===== src/rtl/muldiv_pkg.sv =====
// Shared definitions for the iterative RV32M multiply/divide unit.
// Holds the Funct3 op encodings, the FSM state type and the constant
// results used by the divide special cases.
package muldiv_pkg;
  localparam int XLEN = 32;

  localparam logic [2:0] F3_MUL    = 3'b000;
  localparam logic [2:0] F3_MULH   = 3'b001;
  localparam logic [2:0] F3_MULHSU = 3'b010;
  localparam logic [2:0] F3_MULHU  = 3'b011;
  localparam logic [2:0] F3_DIV    = 3'b100;
  localparam logic [2:0] F3_DIVU   = 3'b101;
  localparam logic [2:0] F3_REM    = 3'b110;
  localparam logic [2:0] F3_REMU   = 3'b111;

  localparam logic [31:0] DIV0_Q  = 32'hFFFF_FFFF;
  localparam logic [31:0] INT_MIN = 32'h8000_0000;

  typedef enum logic [1:0] {
    IDLE = 2'd0,
    RUN  = 2'd1,
    FIX  = 2'd2,
    DONE = 2'd3
  } state_t;
endpackage


===== src/rtl/muldiv_if.sv =====
// Request/write-back bundle between the core and the mul/div unit.
//   start, funct3, src_a, src_b, rd_in : request from the core (RD1/RD2 side)
//   busy, done, we, rd_out, result     : status and register-file write port
interface muldiv_if;
  import muldiv_pkg::*;

  logic            start;
  logic [2:0]      funct3;
  logic [XLEN-1:0] src_a;
  logic [XLEN-1:0] src_b;
  logic [4:0]      rd_in;
  logic            busy;
  logic            done;
  logic            we;
  logic [4:0]      rd_out;
  logic [XLEN-1:0] result;

  modport master (output start, funct3, src_a, src_b, rd_in,
                  input  busy, done, we, rd_out, result);
  modport slave  (input  start, funct3, src_a, src_b, rd_in,
                  output busy, done, we, rd_out, result);
endinterface


===== src/rtl/muldiv_unit.sv =====
// Iterative RV32M multiply/divide unit.
//   clk    : rising-edge clock
//   reset  : synchronous active-high reset
//   bus    : muldiv_if.slave (request in, write-back triple + busy out)
// Operands are reduced to magnitudes on Start; 32 shift-add or restoring
// divide steps follow, then one FIX cycle applies signs and selects the
// result. Divide-by-zero and signed overflow skip straight to DONE.
module muldiv_unit
  import muldiv_pkg::*;
(
  input  logic     clk,
  input  logic     reset,
  muldiv_if.slave  bus
);

  state_t      state, state_nx;
  logic [4:0]  count;
  logic [2:0]  op;
  logic [31:0] mag;      // multiplicand (mul) or divisor (div)
  logic [63:0] acc;      // product, or {unused, dividend->quotient}
  logic [31:0] rem;
  logic        neg_q, neg_r;
  logic [31:0] result;
  logic [4:0]  rd;

  // Request decode (meaningful in IDLE only)
  logic        a_sgn, b_sgn, sa, sb, div_op, div0, ovf, special;
  logic [31:0] abs_a, abs_b, special_res;

  always_comb begin
    a_sgn  = (bus.funct3 == F3_MULH) || (bus.funct3 == F3_MULHSU) ||
             (bus.funct3 == F3_DIV)  || (bus.funct3 == F3_REM);
    b_sgn  = (bus.funct3 == F3_MULH) || (bus.funct3 == F3_DIV) ||
             (bus.funct3 == F3_REM);
    sa     = a_sgn & bus.src_a[31];
    sb     = b_sgn & bus.src_b[31];
    abs_a  = sa ? -bus.src_a : bus.src_a;
    abs_b  = sb ? -bus.src_b : bus.src_b;
    div_op = bus.funct3[2];
    div0   = div_op && (bus.src_b == 32'd0);
    ovf    = ((bus.funct3 == F3_DIV) || (bus.funct3 == F3_REM)) &&
             (bus.src_a == INT_MIN) && (bus.src_b == 32'hFFFF_FFFF);
    special = div0 || ovf;
    // funct3[1] distinguishes REM* from DIV* among divide ops
    if (div0) special_res = bus.funct3[1] ? bus.src_a : DIV0_Q;
    else      special_res = bus.funct3[1] ? 32'd0 : INT_MIN;
  end

  // One iteration of either datapath; op[2] picks which one is committed.
  logic [32:0] msum, trial, diff;
  logic        qbit;
  logic [63:0] prod;
  logic [31:0] quo, rmd, fix_res;

  always_comb begin
    msum  = {1'b0, acc[63:32]} + (acc[0] ? {1'b0, mag} : 33'd0);
    trial = {rem, acc[31]};
    diff  = trial - {1'b0, mag};
    qbit  = ~diff[32];  // no borrow: partial remainder >= divisor
    prod  = neg_q ? -acc : acc;
    quo   = neg_q ? -acc[31:0] : acc[31:0];
    rmd   = neg_r ? -rem : rem;
    case (op)
      F3_MUL:                       fix_res = prod[31:0];
      F3_MULH, F3_MULHSU, F3_MULHU: fix_res = prod[63:32];
      F3_DIV, F3_DIVU:              fix_res = quo;
      default:                      fix_res = rmd;
    endcase
  end

  always_ff @(posedge clk) begin
    if (reset) state <= IDLE;
    else       state <= state_nx;
  end

  always_comb begin
    state_nx = state;
    case (state)
      IDLE: if (bus.start) state_nx = special ? DONE : RUN;
      RUN:  if (count == 5'd0) state_nx = FIX;
      FIX:  state_nx = DONE;
      DONE: state_nx = IDLE;
      default: state_nx = IDLE;
    endcase
  end

  always_ff @(posedge clk) begin
    if (reset) begin
      count  <= '0;
      op     <= '0;
      mag    <= '0;
      acc    <= '0;
      rem    <= '0;
      neg_q  <= 1'b0;
      neg_r  <= 1'b0;
      result <= '0;
      rd     <= '0;
    end else begin
      case (state)
        IDLE: if (bus.start) begin
          op    <= bus.funct3;
          rd    <= bus.rd_in;
          count <= 5'd31;
          neg_q <= sa ^ sb;
          neg_r <= sa;
          mag   <= div_op ? abs_b : abs_a;
          acc   <= {32'd0, div_op ? abs_a : abs_b};
          rem   <= '0;
          if (special) result <= special_res;
        end
        RUN: begin
          if (count != 5'd0) count <= count - 5'd1;
          if (op[2]) begin
            acc <= {acc[63:32], acc[30:0], qbit};
            rem <= qbit ? diff[31:0] : trial[31:0];
          end else begin
            acc <= {msum, acc[31:1]};
          end
        end
        FIX: result <= fix_res;
        default: ;
      endcase
    end
  end

  assign bus.busy   = (state != IDLE);
  assign bus.done   = (state == DONE);
  assign bus.we     = (state == DONE) && (rd != 5'd0);
  assign bus.rd_out = rd;
  assign bus.result = result;

endmodule

===== src/flat_wrapper.sv =====
// flat-port wrapper written by rule: the top's interface ports become plain ports
module muldiv_unit_flat import muldiv_pkg::*;
  (clk, reset, bus_start, bus_funct3, bus_src_a, bus_src_b, bus_rd_in, bus_busy, bus_done, bus_we, bus_rd_out, bus_result);
  muldiv_if bus_i ();
  input  logic clk;
  input  logic reset;
  input wire logic [$bits(bus_i.start)-1:0] bus_start;
  input wire logic [$bits(bus_i.funct3)-1:0] bus_funct3;
  input wire logic [$bits(bus_i.src_a)-1:0] bus_src_a;
  input wire logic [$bits(bus_i.src_b)-1:0] bus_src_b;
  input wire logic [$bits(bus_i.rd_in)-1:0] bus_rd_in;
  output wire logic [$bits(bus_i.busy)-1:0] bus_busy;
  output wire logic [$bits(bus_i.done)-1:0] bus_done;
  output wire logic [$bits(bus_i.we)-1:0] bus_we;
  output wire logic [$bits(bus_i.rd_out)-1:0] bus_rd_out;
  output wire logic [$bits(bus_i.result)-1:0] bus_result;
  assign bus_i.start = bus_start;
  assign bus_i.funct3 = bus_funct3;
  assign bus_i.src_a = bus_src_a;
  assign bus_i.src_b = bus_src_b;
  assign bus_i.rd_in = bus_rd_in;
  assign bus_busy = bus_i.busy;
  assign bus_done = bus_i.done;
  assign bus_we = bus_i.we;
  assign bus_rd_out = bus_i.rd_out;
  assign bus_result = bus_i.result;
  muldiv_unit u_core (.clk(clk), .reset(reset), .bus(bus_i));
endmodule

===== config.mk =====
export PLATFORM = sky130hd
export DESIGN_NAME = muldiv_unit_flat
export DESIGN_NICKNAME = d
export VERILOG_FILES = /design/src/rtl/muldiv_pkg.sv /design/src/rtl/muldiv_if.sv /design/src/rtl/muldiv_unit.sv /design/src/flat_wrapper.sv
export SDC_FILE = /design/constraint.sdc
export NUM_CORES = 1
export LEC_CHECK = 0
export BUFFER_PORTS_ARGS = -buffer_cell sky130_fd_sc_hd__buf_2
export CORE_MARGIN = 2
export CORE_UTILIZATION = 41
export CTS_CLUSTER_DIAMETER = 100
export CTS_CLUSTER_SIZE = 20
export DETAILED_ROUTE_END_ITERATION = 6
export PLACE_DENSITY = 0.67
export SYNTH_ARGS = -nofsm -noshare
export SYNTH_HDL_FRONTEND = slang
export SYNTH_SLANG_ARGS = --single-unit

===== constraint.sdc =====
create_clock -name clk -period 4.65 [get_ports clk]
set_input_delay 0.465 -clock clk [delete_from_list [all_inputs] [get_ports clk]]
set_output_delay 0.465 -clock clk [all_outputs]
set_load 0.02 [all_outputs]

==> metrics.yaml <==
worst_setup_path:
  setup.worst_path.class: "reg2reg"
  cpPeakStageDelay_ns: 0.62
  worstPathRequired_ns: 5.05
  path_delay_family: "compound AO/OA/AOI/OAI gates"
  timing.critical_path.cells: "and2_1 -> ha_1 -> inv_1 -> fa_1 -> nor2b_1 -> o21ai_0 -> a21boi_0 -> o221ai_1 -> o21ba_2 -> o31ai_1 -> a21oi_1 -> or4b_2 -> nand3_1"
  crit-reg2reg-launch: "u_core.acc[0]"
  crit_slowest_cell: "sky130_fd_sc_hd__or4b_2"
  path_max_fanout: 8
  cp-startpoint: "u_core.acc[0]"
  cp.buffers_inverters: 1
  critPathCaptureType: "flop"
  critPathLaunchType: "flop"
  timing.critical_path.arrival_ns: 4.33
global_route:
  maximum_number_of_pins_on_one_net_before_global_route_repair: 87
  grt_remaining_overflow: 0
  vias_in_the_first_global_route: 15300
  grt_first_pass_wirelength_microns: 93800
  initial_antenna_violation_count: 0
  grtUsageTotal: 0.302
detailed_routing:
  detail_route.vias_per_cell: 6.22
  wl_per_cell_microns: 23.1
  drt_wl_total_microns: 62600
  drt-initial-drc-count: 1965
  drc_errors: 0
  drt_pass1_iterations: 6
  vias: 16900
  final_antenna_net_count: 0
logic_synthesis:
  synth_cells: 2167
  yosys_warnings: 0
  synth_seq_cells: 177
  synth-main-ff-cell: "sky130_fd_sc_hd__dfxtp_1"
  synth_enable_flop_cells: 0
  syn-cell-area_sq_um: 15800
  post_synth_num_cell_types: 92
  synth_seq_area_share: 0.224
  synth-async-reset-ratio: 0
  syn_area_per_cell_sq_um: 7.30
  synth_nets: 2320
clock_tree:
  cts-root-to-sink-buffers: 2
  clk_latency_ns: 0.47
  cts_repair_resize_count: 0
  post-cts-setup-buffers: 0
  total_clock_buffers_created_by_cts: 17
  cts_hold_buf: 0
  tritoncts: "built"
  cts_num_sinks: 177
  htreeDepth: 4
  cell_at_the_root_of_the_clock_tree: "sky130_fd_sc_hd__clkbuf_16"
  clkSlewWorstSetupHoldPaths_ns: 0.08
floorplan:
  fp.dieArea_sq_um: 40100
  core_sq_um: 37800
  initial_utilization: 0.418
  die_width_microns: 200
  floorplan.rows: 71
  io_pins: 115
  die_height_microns: 200
cells_and_area:
  syn2layout_area_growth_pct: 9.56
  nFillCells: 3891
  finish.net_count: 2341
  mostFrequentLayoutCell: "sky130_fd_sc_hd__nor2_1"
  ff_latch_area_sq_um: 3540
  postLayoutCoreUtil: 0.458
  mostFrequentLayoutCells: "240 x sky130_fd_sc_hd__nor2_1, 235 x sky130_fd_sc_hd__nand2_1, 176 x sky130_fd_sc_hd__dfxtp_1, 166 x sky130_fd_sc_hd__a21oi_1, 157 x sky130_fd_sc_hd__o21ai_0"
  multiInputGateArea_sq_um: 11400
  final_cell_area_sq_um: 17300
  instances_no_fill: 2713
  ratio_of_cells_with_drive_above_1_in_the_final_layout: 0.114
sta:
  fin_crit_sh: 0.847
  finalSetupTns_ns: 0
  clock_skew_ns: 0.0183
  final_critical_path_setup_slack_ns: 0.713
  final.hold.worst_slack_ns: 0.232
  min_period_ns: 3.94
  slew-limit-headroom: 0.130
  worst-slew-pin-transition_ns: 1.30
  fmax_mhz: 254
  grt_setup_unrepaired: "no"
  timing.final.setup_violations: 0
  finalHoldViolations: 0
  timing.final.max_slew_violations: 0
placement:
  dpl_worst_slack_ns: 0.791
  numPortBuffers: 114
  dp.final_hpwl_microns: 48900
  gp_congestion: 0.999
  place_area_sq_um: 16700
  place.detailed.instances: 2680
run:
  maxCapViolations: 0
hold_path:
  holdCritStartpoint: "bus_rd_in[4]"
  worstHoldPathType: "in2reg"
outcome:
  outcome: "finished clean"
power:
  leakagePower_nw: 6.92
  worst_ir_drop_vdd_mv: 0.286
  totalPowerFinal_mw: 7.09
  powerDensity_nw_per_um2: 409
-- power by group --
part           total, mW  switching [mW]  internal (mW)  leakage [nW]
Clock               1.60           0.732          0.865         0.298
Sequential          2.08           0.338           1.74          1.44
Combinational       3.41            2.21           1.20          5.18
Total               7.09            3.28           3.81          6.92
-- final timing paths --
kind	to	slack [ns]	cells past startpoint
max	u_core.acc[57]	0.71	13
min	u_core.bus.rd_out[4]	0.23	3
max reg2reg	u_core.acc[57]	0.71	13
min reg2reg	u_core.mag[3]	0.46	2
-- cell families after synthesis --
group / Yosys count / synth area share
fa+ha+maj: 78 / 0.0627
simple gates: 738 / 0.216
mux: 68 / 0.0447
xor+xnor: 197 / 0.109
compound gates: 685 / 0.284
flops: 177 / 0.224
buf+inv: 224 / 0.0592
-- worst min-delay path, stage by stage --
cell	delay (ns)
sky130_fd_sc_hd__buf_2	0.09
sky130_fd_sc_hd__nand2_1	0.04
sky130_fd_sc_hd__a21oi_1	0.05
-- layout make-up --
type | count | area share
tap | 511 | 0.0369
inverter | 83 | 0.0180
timing repair buffer | 143 | 0.0471
multi-input combinational | 1766 | 0.657
sequential | 177 | 0.205
clock buffer | 17 | 0.0246
clock inverter | 15 | 0.0114
antenna | 1 | 0.000144
-- sequential cells by signal, summed over array words and instances (netlist names) --
| register | count |
|---|---|
| u_core.op | 3 |
| u_core.neg_r | 1 |
| u_core.mag | 32 |
| u_core.count | 5 |
| u_core.neg_q | 1 |
| u_core.acc | 64 |
| u_core.bus.rd_out | 5 |
| u_core.rem | 32 |
| u_core.bus.result | 32 |
| u_core.state | 2 |
-- cell usage after synthesis (all sizes together), types with 7 or more instances --
| master | count | share of area |
|---|---|---|
| a31oi | 19 | 0.0075 |
| nand4 | 14 | 0.0055 |
| or4 | 19 | 0.0098 |
| clkbuf | 124 | 0.032 |
| and2 | 9 | 0.0036 |
| a22oi | 13 | 0.0062 |
| nand2b | 23 | 0.0091 |
| o22ai | 21 | 0.0083 |
| a211oi | 59 | 0.028 |
| and3 | 10 | 0.0040 |
| o41ai | 25 | 0.015 |
| xor2 | 107 | 0.059 |
| a21o | 40 | 0.019 |
| o21ai | 162 | 0.052 |
| o21a | 11 | 0.0052 |
| dfxtp | 177 | 0.22 |
| or3 | 28 | 0.012 |
| or2 | 15 | 0.0063 |
| nand2 | 236 | 0.056 |
| mux2 | 21 | 0.015 |
| a21oi | 169 | 0.054 |
| nor2 | 241 | 0.057 |
| mux2i | 47 | 0.030 |
| ha | 76 | 0.060 |
| nor3 | 66 | 0.021 |
| inv | 82 | 0.019 |
| o211ai | 24 | 0.011 |
| o221ai | 15 | 0.0083 |
| buf | 16 | 0.0070 |
| o21bai | 7 | 0.0033 |
| nor2b | 10 | 0.0040 |
| xnor2 | 90 | 0.050 |
| o31ai | 35 | 0.017 |
| a311oi | 16 | 0.0089 |
| a22o | 7 | 0.0039 |
| nand3 | 31 | 0.010 |
| nor4 | 18 | 0.0071 |
-- layer usage --
layer,GRT usage,wire [microns],up-vias
li1,-,-,7900
met1,0.417,27500,7987
met2,0.452,26500,871
met3,0.0622,5820,127
met4,0.135,2780,0
met5,0,0,-
Note: power is estimated with default switching activity, not from simulation.
